### config.mk
export PLATFORM = sky130hd
export DESIGN_NAME = ws2812b_frame_sequencer
export DESIGN_NICKNAME = d
export VERILOG_FILES = /design/src/rtl/ws2812b_pkg.sv /design/src/rtl/ws2812b_pixel_ram.sv /design/src/rtl/ws2812b_frame_sequencer.sv
export SDC_FILE = /design/constraint.sdc
export NUM_CORES = 1
export LEC_CHECK = 0
export ABC_AREA = 1
export CAP_MARGIN = 20
export CORE_ASPECT_RATIO = 1.2
export CORE_UTILIZATION = 50
export CTS_CLUSTER_DIAMETER = 200
export DETAILED_ROUTE_END_ITERATION = 6
export GPL_TIMING_DRIVEN = 1
export PLACE_DENSITY = 0.76
export SYNTH_ARGS = -nofsm -noshare
export SYNTH_HDL_FRONTEND = slang
export SYNTH_SLANG_ARGS = --single-unit
### constraint.sdc
create_clock -name clock -period 2.1 [get_ports clock]
set_clock_uncertainty 0.15 [all_clocks]
set_input_delay 0.21 -clock clock [delete_from_list [all_inputs] [get_ports clock]]
set_output_delay 0.21 -clock clock [all_outputs]
set_load 0.005 [all_outputs]
### src/rtl/ws2812b_pkg.sv
// Shared constants for the WS2812B frame sequencer: pixel width, 50 MHz
// timing defaults, one-hot FSM encoding and the shared counter sizing helper.
package ws2812b_pkg;

   localparam int WS2812B_PIXEL_W = 24;

   // 280 us latch gap and a generous per-edge handshake limit at 50 MHz
   localparam int WS2812B_LATCH_CYCLES_DEF   = 14000;
   localparam int WS2812B_TIMEOUT_CYCLES_DEF = 4096;

   typedef logic [WS2812B_PIXEL_W-1:0] ws2812b_pixel_t;

   localparam logic [6:0] ST_IDLE    = 7'b000_0001;
   localparam logic [6:0] ST_LOAD    = 7'b000_0010;
   localparam logic [6:0] ST_ASSERT  = 7'b000_0100;
   localparam logic [6:0] ST_WAIT_HI = 7'b000_1000;
   localparam logic [6:0] ST_WAIT_LO = 7'b001_0000;
   localparam logic [6:0] ST_NEXT    = 7'b010_0000;
   localparam logic [6:0] ST_LATCH   = 7'b100_0000;

   // Width of the counter shared by the latch gap and the handshake timeout.
   // It only ever holds values up to max(latch, timeout) - 1.
   function automatic int ws2812b_cnt_w(input int latch_cycles, input int timeout_cycles);
      int m;
      m = (latch_cycles > timeout_cycles) ? latch_cycles : timeout_cycles;
      if (m < 2) return 1;
      return $clog2(m);
   endfunction

endpackage

### src/rtl/ws2812b_pixel_ram.sv
// Frame buffer: one synchronous write port, one registered read port with a
// single cycle of read latency. No reset so it maps onto block/distributed RAM.
// Entries at or above the frame length are never written by the sequencer.
module ws2812b_pixel_ram
   import ws2812b_pkg::*;
#(
   parameter int ADDR_W = 3
) (
   input  logic                clock,
   input  logic                we,
   input  logic [ADDR_W-1:0]   waddr,
   input  ws2812b_pixel_t      wdata,
   input  logic [ADDR_W-1:0]   raddr,
   output ws2812b_pixel_t      rdata
);

   ws2812b_pixel_t mem [2**ADDR_W];

   // host write port
   always_ff @(posedge clock) begin
      if (we) mem[waddr] <= wdata;
   end

   // registered read for the sequencer
   always_ff @(posedge clock) begin
      rdata <= mem[raddr];
   end

endmodule

### src/rtl/ws2812b_frame_sequencer.sv
// Walks a frame of pixels out to the ws2812b bit encoder, one word per
// bit_ready handshake, then holds the line idle for the latch gap.
//
// state    | meaning
// ---------+---------------------------------------------------------------
// IDLE     | waiting for start; host may write pixels
// LOAD     | pixel RAM read of pix_idx in flight
// ASSERT   | present pixel on r/g/b, raise enable, clear timeout counter
// WAIT_HI  | waiting for encoder to accept the word (bit_ready high)
// WAIT_LO  | waiting for encoder to finish the word (bit_ready low)
// NEXT     | advance to next pixel or start the latch gap
// LATCH    | line idle while the counter runs down; done pulses at zero
module ws2812b_frame_sequencer
   import ws2812b_pkg::*;
#(
   parameter int NUM_LEDS       = 8,
   parameter int ADDR_W         = 3,
   parameter int LATCH_CYCLES   = WS2812B_LATCH_CYCLES_DEF,
   parameter int TIMEOUT_CYCLES = WS2812B_TIMEOUT_CYCLES_DEF
) (
   input  logic                        clock,
   input  logic                        reset_n,
   input  logic                        wr_en,
   input  logic [ADDR_W-1:0]           wr_addr,
   input  logic [WS2812B_PIXEL_W-1:0]  wr_data,
   input  logic                        start,
   output logic                        busy,
   output logic                        done,
   output logic                        error,
   output logic                        enable,
   output logic [7:0]                  r,
   output logic [7:0]                  g,
   output logic [7:0]                  b,
   input  logic                        bit_ready
);

   localparam int CNT_W = ws2812b_cnt_w(LATCH_CYCLES, TIMEOUT_CYCLES);

   localparam logic [ADDR_W:0]   NUM_LEDS_EXT = (ADDR_W+1)'(NUM_LEDS);
   localparam logic [ADDR_W-1:0] LAST_IDX     = ADDR_W'(NUM_LEDS - 1);
   localparam logic [CNT_W-1:0]  LATCH_LOAD   = CNT_W'(LATCH_CYCLES - 1);
   localparam logic [CNT_W-1:0]  TO_LAST      = CNT_W'(TIMEOUT_CYCLES - 1);

   logic [6:0]        state;
   logic [ADDR_W-1:0] pix_idx;
   logic [CNT_W-1:0]  cnt;
   logic              ram_we;
   ws2812b_pixel_t    rd_data;

   // Host writes only land while idle and inside the frame
   assign ram_we = wr_en && !busy && ({1'b0, wr_addr} < NUM_LEDS_EXT);

   ws2812b_pixel_ram #(
      .ADDR_W (ADDR_W)
   ) u_ram (
      .clock (clock),
      .we    (ram_we),
      .waddr (wr_addr),
      .wdata (wr_data),
      .raddr (pix_idx),
      .rdata (rd_data)
   );

   // Frame sequencing FSM; cnt is the timeout up-counter in WAIT_* and the
   // latch down-counter in LATCH
   always_ff @(posedge clock or negedge reset_n) begin
      if (!reset_n) begin
         state   <= ST_IDLE;
         pix_idx <= '0;
         cnt     <= '0;
         busy    <= 1'b0;
         done    <= 1'b0;
         error   <= 1'b0;
         enable  <= 1'b0;
         r       <= '0;
         g       <= '0;
         b       <= '0;
      end else begin
         done <= 1'b0;
         case (state)
            ST_IDLE: begin
               if (start) begin
                  state   <= ST_LOAD;
                  busy    <= 1'b1;
                  pix_idx <= '0;
                  error   <= 1'b0;
               end
            end
            ST_LOAD: begin
               state <= ST_ASSERT;
            end
            ST_ASSERT: begin
               {r, g, b} <= rd_data;
               enable    <= 1'b1;
               cnt       <= '0;
               state     <= ST_WAIT_HI;
            end
            ST_WAIT_HI: begin
               if (bit_ready) begin
                  cnt   <= '0;
                  state <= ST_WAIT_LO;
               end else if (cnt == TO_LAST) begin
                  error  <= 1'b1;
                  enable <= 1'b0;
                  cnt    <= LATCH_LOAD;
                  state  <= ST_LATCH;
               end else begin
                  cnt <= cnt + 1'b1;
               end
            end
            ST_WAIT_LO: begin
               if (!bit_ready) begin
                  enable <= 1'b0;
                  state  <= ST_NEXT;
               end else if (cnt == TO_LAST) begin
                  error  <= 1'b1;
                  enable <= 1'b0;
                  cnt    <= LATCH_LOAD;
                  state  <= ST_LATCH;
               end else begin
                  cnt <= cnt + 1'b1;
               end
            end
            ST_NEXT: begin
               if (pix_idx == LAST_IDX) begin
                  cnt   <= LATCH_LOAD;
                  state <= ST_LATCH;
               end else begin
                  pix_idx <= pix_idx + 1'b1;
                  state   <= ST_LOAD;
               end
            end
            ST_LATCH: begin
               enable <= 1'b0;
               if (cnt == '0) begin
                  busy  <= 1'b0;
                  done  <= 1'b1;
                  state <= ST_IDLE;
               end else begin
                  cnt <= cnt - 1'b1;
               end
            end
            default: begin
               state  <= ST_IDLE;
               busy   <= 1'b0;
               enable <= 1'b0;
            end
         endcase
      end
   end

endmodule

# Word-level counts from Yosys, hierarchy flattened

Memories as Yosys holds them, arrays and structs flattened. A register that Yosys moved wholly into a read port is not among the register bits.
Index checks and enable logic that the tools add are counted.

Register bits: 52
Memories: 1
Bits in writable memories: 192
Output and inout bits: 28

Memory list:

| name      | depth | width | read ports | clocked after memory_dff | write ports | RTL line                | RTL |
|---|---|---|---|---|---|---|---|
| u_ram.mem | 8     | 24    | 1          | 1                        | 1           | ws2812b_pixel_ram.sv:17 | `ws2812b_pixel_t mem [2**ADDR_W];` |

Bitwise logic cells: 2
Add/subtract/negate cells: 3
Muxes and demuxes: 32
Reductions and logical operators: 14
Equality and inequality tests: 16

Operators by type and width:

| operator                                            | count |
|---|---|
| 2-to-1 mux 14 bit                                   | 5 |
| one-hot mux 14 bit (5 select lines)                 | 1 |
| one-hot mux 7 bit (7 select lines)                  | 1 |
| 2-to-1 mux 7 bit                                    | 6 |
| adder 14 x 1 -> 14 bit (second input constant)      | 1 |
| == test 14 x 12 -> 1 bit (second input constant)    | 1 |
| zero test 14 bit                                    | 1 |
| inequality test 2 bit (second input constant)       | 7 |
| subtractor 14 x 1 -> 14 bit (second input constant) | 1 |
| 2-to-1 mux 1 bit                                    | 13 |
| AND reduction 4 bit                                 | 2 |
| == test 7 x 1 -> 1 bit (second input constant)      | 1 |
| == test 7 x 2 -> 1 bit (second input constant)      | 1 |
| == test 7 x 3 -> 1 bit (second input constant)      | 1 |
| == test 7 x 4 -> 1 bit (second input constant)      | 1 |
| == test 7 x 5 -> 1 bit (second input constant)      | 1 |
| == test 7 x 6 -> 1 bit (second input constant)      | 1 |
| == test 7 bit (second input constant)               | 1 |
| 2-to-1 mux 3 bit                                    | 2 |
| one-hot mux 1 bit (3 select lines)                  | 2 |
| one-hot mux 3 bit (2 select lines)                  | 1 |
| AND reduction 3 bit                                 | 2 |
| nonzero test 5 bit                                  | 1 |
| OR reduction 5 bit                                  | 1 |
| 10 further kinds                                    | 12 |

# Logic depth before layout (Yosys ltp)

Gate-level depths: netlist of run 1.

Word-level depth: 4
Gate-level depth with buffers: 12
Mapped depth without buffers: 11

# Cells and area by module

From an unflattened synthesis of run 1, not the netlist that was laid out.

Cells, all modules: 1276
Area total of the unflattened synthesis: 12029.0 um2

By module, submodules not included:

| module                  | instances | cells each | area an instance (um2) |
|---|---|---|---|
| ws2812b_pixel_ram       | 1         | 872        | 8906.0 |
| ws2812b_frame_sequencer | 1         | 404        | 3123.0 |

# Least setup slack after synthesis of run 1

No wires, ideal clock.

Path type: reg-to-reg
Start: register busy
End: memory u_ram.mem[0][0] in the netlist's numbering (enable)
Data arrival time: 1.656 ns
Clock period less this slack: 2.210 ns
Setup slack: -0.110 ns
Buffers on the path: 0
Stages on the path, launching flop included: 4
Cell sequence: dfrtp_1 > nor2_1 > nand2_1 > nor2_1

Longest elaborated chain between the ends: 4

RTL lines:

| item                                   | RTL line                       | RTL |
|---|---|---|
| start: declaration                     | ws2812b_frame_sequencer.sv:27  | `output logic busy,` |
| start signal: assignment               | ws2812b_frame_sequencer.sv:71  | `busy <= 1'b0;` |
| start signal: assignment               | ws2812b_frame_sequencer.sv:84  | `busy <= 1'b1;` |
| start signal: assignment               | ws2812b_frame_sequencer.sv:136 | `busy <= 1'b0;` |
| zero test 1 bit                        | ws2812b_frame_sequencer.sv:51  | `assign ram_we = wr_en && !busy && ({1'b0, wr_addr} < NUM_LEDS_EXT);` |
| logical AND 1 bit                      | ws2812b_frame_sequencer.sv:51  |  |
| 2-to-1 mux 1 bit                       | ws2812b_pixel_ram.sv:21        | `if (we) mem[waddr] <= wdata;` |
| 2-to-1 mux 1 bit (not written as such) | ws2812b_pixel_ram.sv:21        |  |
| end: declaration                       | ws2812b_pixel_ram.sv:17        |  |

Every way passes these cells.

# Worst setup path after layout of run 1

Start: register cnt[5]
End: register cnt[8]

Longest elaborated chain between the ends: 4
Elaborated cells between the ends (all ways): 11
Those cells by class: 2 x add/sub; 2 x eq/ne; 5 x mux; 2 x reduce/logical

RTL lines:

| item                                                                      | RTL line                                                       | RTL |
|---|---|---|
| start: declaration                                                        | ws2812b_frame_sequencer.sv:46                                  | `logic [CNT_W-1:0] cnt;` |
| start signal: assignment                                                  | ws2812b_frame_sequencer.sv:108                                 | `cnt <= cnt + 1'b1;` |
| start signal: assignment                                                  | ws2812b_frame_sequencer.sv:121                                 | `cnt <= cnt + 1'b1;` |
| start signal: assignment                                                  | ws2812b_frame_sequencer.sv:140                                 | `cnt <= cnt - 1'b1;` |
| adder 14 x 1 -> 14 bit / == test 14 x 12 -> 1 bit (equally long branches) | -                                                              |  |
| 2-to-1 mux 14 bit                                                         | ws2812b_frame_sequencer.sv:102, ws2812b_frame_sequencer.sv:115 |  |
| 2-to-1 mux 14 bit, on equally long branches                               | ws2812b_frame_sequencer.sv:112, ws2812b_frame_sequencer.sv:99  |  |
| one-hot mux 14 bit (5 select lines)                                       | ws2812b_frame_sequencer.sv:80                                  | `case (state)` |

Parallel ways exist; a longest one is shown, timed or not. The select of a mux whose other input is x is not followed.
A chain may end at the register's enable or synchronous reset.

==> results of run 1 <==
-- path summary, 6_finish.rpt --
| check | end | depth (start not counted) |
|---|---|---|
| setup / recovery | cnt[8]$_DFFE_PN0P_ | 9 |
| hold / removal | state[0]$_DFFE_PN1P_ | 4 |
| setup reg to reg | cnt[8]$_DFFE_PN0P_ | 9 |
| hold reg to reg | g[0]$_DFFE_PN0P_ | 1 |
| max in group asynchronous | cnt[9]$_DFFE_PN0P_ | 4 |
| min in group asynchronous | enable$_DFFE_PN0P_ | 3 |
-- worst max-delay path, stage by stage (launching register included) --
cell and delay (ns):
dfrtp_1 0.50, nor2_2 0.17, nand2_1 0.14, nor3_2 0.23
nand3_2 0.12, clkinv_1 0.07, nor2_1 0.04, nand2_2 0.25
nand2_1 0.10, nand2_1 0.08
-- power groups by stage --
stage	Sequential [W]	Combinational, W	Clock [W]
finish	0.00634	0.00157	0.00483
global route	0.00639	0.00172	0.00510
CTS	0.00635	0.00159	0.00488
detailed placement	0.00645	0.00157	0
global placement	0.00644	0.00154	0
floorplan	0.00640	0.000736	0
-- registers in the layout (all words and copies together), names as in the netlist --
name,cells
state,7
b,8
enable,1
u_ram.rdata,24
r,8
u_ram.mem,192
done,1
pix_idx,3
error,1
g,8
cnt,14
busy,1
-- routing by layer --
layer  GRT usage, %  part of all wire [%]  vias up
met4           7.23                   1.8        0
met2           36.0                    51      262
met5              0                     0        -
met3           2.83                   6.0       35
li1               -                     -     3595
met1           27.3                    41     3630
-- metrics by stage --
stage,instance area (um2),power (W),util (%)
detailed placement,12200,0.00802,56.1
global placement,12200,0.00798,56.1
CTS,13100,0.0128,60.4
global route,13100,0.0132,60.4
floorplan,11200,0.00714,-
finish,13100,0.0127,60.4
-- layout make-up --
class                   instances  share of cell area (%)
inverters                      48                    1.39
repair buffers                 93                    7.31
multi-input cells             636                    24.4
well taps                     274                    2.61
clock inverters                18                    1.58
clock buffers                  30                    5.30
flip-flops and latches        268                    57.4
-- cells by family (layout without fill, tap and decap cells) --
logic type	Yosys count	in the layout
AOI/OAI and AO/OA	119	119
DFF	268	268
muxes	24	24
adders and majority gates	5	5
xor gates and xnor gates	8	8
buffers and inverters	100	189
and+or+nand+nor	480	480
-- cells in the final DEF, fill, tap and decap left out, types with 4 or more instances in the layout --
cell	synthesis	layout
nand2_1	215	215
a21oi_1	6	6
clkinv_2	0	7
o32ai_1	48	48
clkbuf_16	0	27
ha_1	5	5
nor2_2	4	12
edfxtp_1	192	192
buf_12	0	9
mux2_2	20	20
dfxtp_1	24	24
bufinv_16	0	4
o21ai_0	62	62
buf_4	1	22
nand3_1	45	45
mux2_1	4	4
nand4_1	7	7
clkdlybuf4s50_1	0	58
xor2_1	7	7
clkinvlp_4	0	4
inv_1	43	43
dfrtp_1	51	49
nor2_1	191	183
==> run_results.csv, run 1 <==
group,metric,value,unit
cells_and_area,seq_area,7550,um2
synthesis,synthMuxAreaShare,2.42,%
worst_setup_path,crit_type,"reg2reg",
clock_tree,post-cts-setup-buffers,0,
worst_setup_path,cp_data_arrival_time,2.24,ns
synthesis,async_flop_share,19.4,%
clock_tree,numCtsBuffers,26,
hold_path,holdCritPathClass,"in2reg",
grt,overflow,0,
sta,tightest_slew,0.491,ns
routing,num_vias,7522,
pwr,intPower,0.00982,W
cells_and_area,fillers,1661,
place,place_inst,1316,
clock_tree,ctsHoldBuffers,3,
clock_tree,cts_tree,"done",
clock_tree,ctsRootBufferMaster,"clkbuf_16",
synthesis,synth_xor_area_share,0.627,%
synthesis,syn_inst,1004,
place,dpl_worst_slack,0.152,ns
pwr,p_sw,0.00292,W
worst_setup_path,reg2reg_slack,0.17,ns
outcome,outcome,"finished with violations",
clock_tree,cts.sinks,268,
pwr,clockPowerShare,37.9,%
worst_setup_path,reg2reg_from,"cnt[5]$_DFFE_PN0P_",
synthesis,syn-num-nets,1041,
sta,slew_violations,0,
synthesis,yosysTopAreaCellShare,51.6,%
pwr,vdd_drop_max,920,uV
synthesis,syn_area_per_cell,11.1,um2
die,core,21800,um2
synthesis,synth_edf_count,192,
place,io_buffers,59,
synthesis,ys_warn_count,0,
pwr,pwr-share-seq,49.8,%
place,dpl.hpwl,15200,um
worst_setup_path,cp.required,2.42,ns
clock_tree,ctsLongestPathBuffers,3,
outcome,failed_checks,"DRC",
sta,rsz0062_at_grt,"false",
clock_tree,clk_pin_slew,0.07,ns
grt,grt_max_degree,99,
cells_and_area,antenna-diode-count,0,
synthesis,yosysSeqAreaShare,67.6,%
die,die_area,23000,um2
grt,grt_pass1_wl,38000,um
worst_setup_path,crit_fanout,14,
synthesis,ys.flop_type,"edfxtp_1",
grt,antenna_found_initial,0,
cells_and_area,final_cells,1367,
pwr,powerDensity,969,nW/um2
sta,finalCriticalPeriod,1.93,ns
sta,max_slew_margin,67.2,%
clock_tree,cts_max_level,1,
synthesis,yosys.area_share.adder,0.560,%
synthesis,synth_compound_area_share,7.00,%
grt,grt_pass1_vias,7454,
grt,grtUsageTotal,20.9,%
routing,route.detailed.drc,4,
cells_and_area,area_growth,17.7,%
die,top_level_ports,60,
synthesis,synth_cell_types,37,
die,initial_core_util,51.3,%
routing,viasPerCell,5.50,
synthesis,synth_top_family_by_area,"simple AND/OR/NAND/NOR gates",
synthesis,netlist_area,11200,um2
synthesis,yosysTopAreaCell,"edfxtp_1",
synthesis,yosys-top-cells-area,"edfxtp_1 52%, dfrtp_1 11%, nand2_1 7.2%",
sta,finalHoldViolCount,0,
synthesis,synth-seq-cells,268,
clock_tree,insertion_delay,0.53,ns
routing,drt-total-wl,23600,um
sta,fmax,519,MHz
sta,fin_tns_setup,0,ns
worst_setup_path,worstSetupStartpoint,"cnt[5]$_DFFE_PN0P_",
cells_and_area,final_layout_size_suffix_gt1_share,12.2,%
flow_run,cap_violations,0,
synthesis,synth_common_cells,"215 x nand2_1, 192 x edfxtp_1, 191 x nor2_1",
pwr,netSwitchingFraction,22.9,%
worst_setup_path,end_kind,"flip-flop",
die,row_count,59,
cells_and_area,multi_input_area,3210,um2
routing,drtIter0Drc,576,
synthesis,yosysMostFrequentCell,"nand2_1",
pwr,power_frac_comb,12.3,%
die,die_w,138,um
sta,whs,0.192,ns
die,fp.dieH,166,um
clock_tree,cts_resized,0,
hold_path,min-delay-start,"start",
synthesis,yosys.area_share.simple,17.9,%
cells_and_area,final_nets,1110,
routing,dr.pass1.iters,7,
routing,avgRoutedWirePerCell,17.3,um
routing,detail-route-antenna-nets,0,
sta,setup_slack,0.174,ns
pwr,power_leakage,5.16,nW
place,globalplace.congestion,0.963,
sta,setup_viol,0,
sta,fin_crit_sh,91.7,%
worst_setup_path,start_kind,"flip-flop",
(Power assumes the default switching activity.)
==> run 2, diff against run 1 <==
Settings changed: SLEW_MARGIN set to 0.
==> results of run 2 <==
The final DEF is identical to that of run 1; final timing and power are the same.
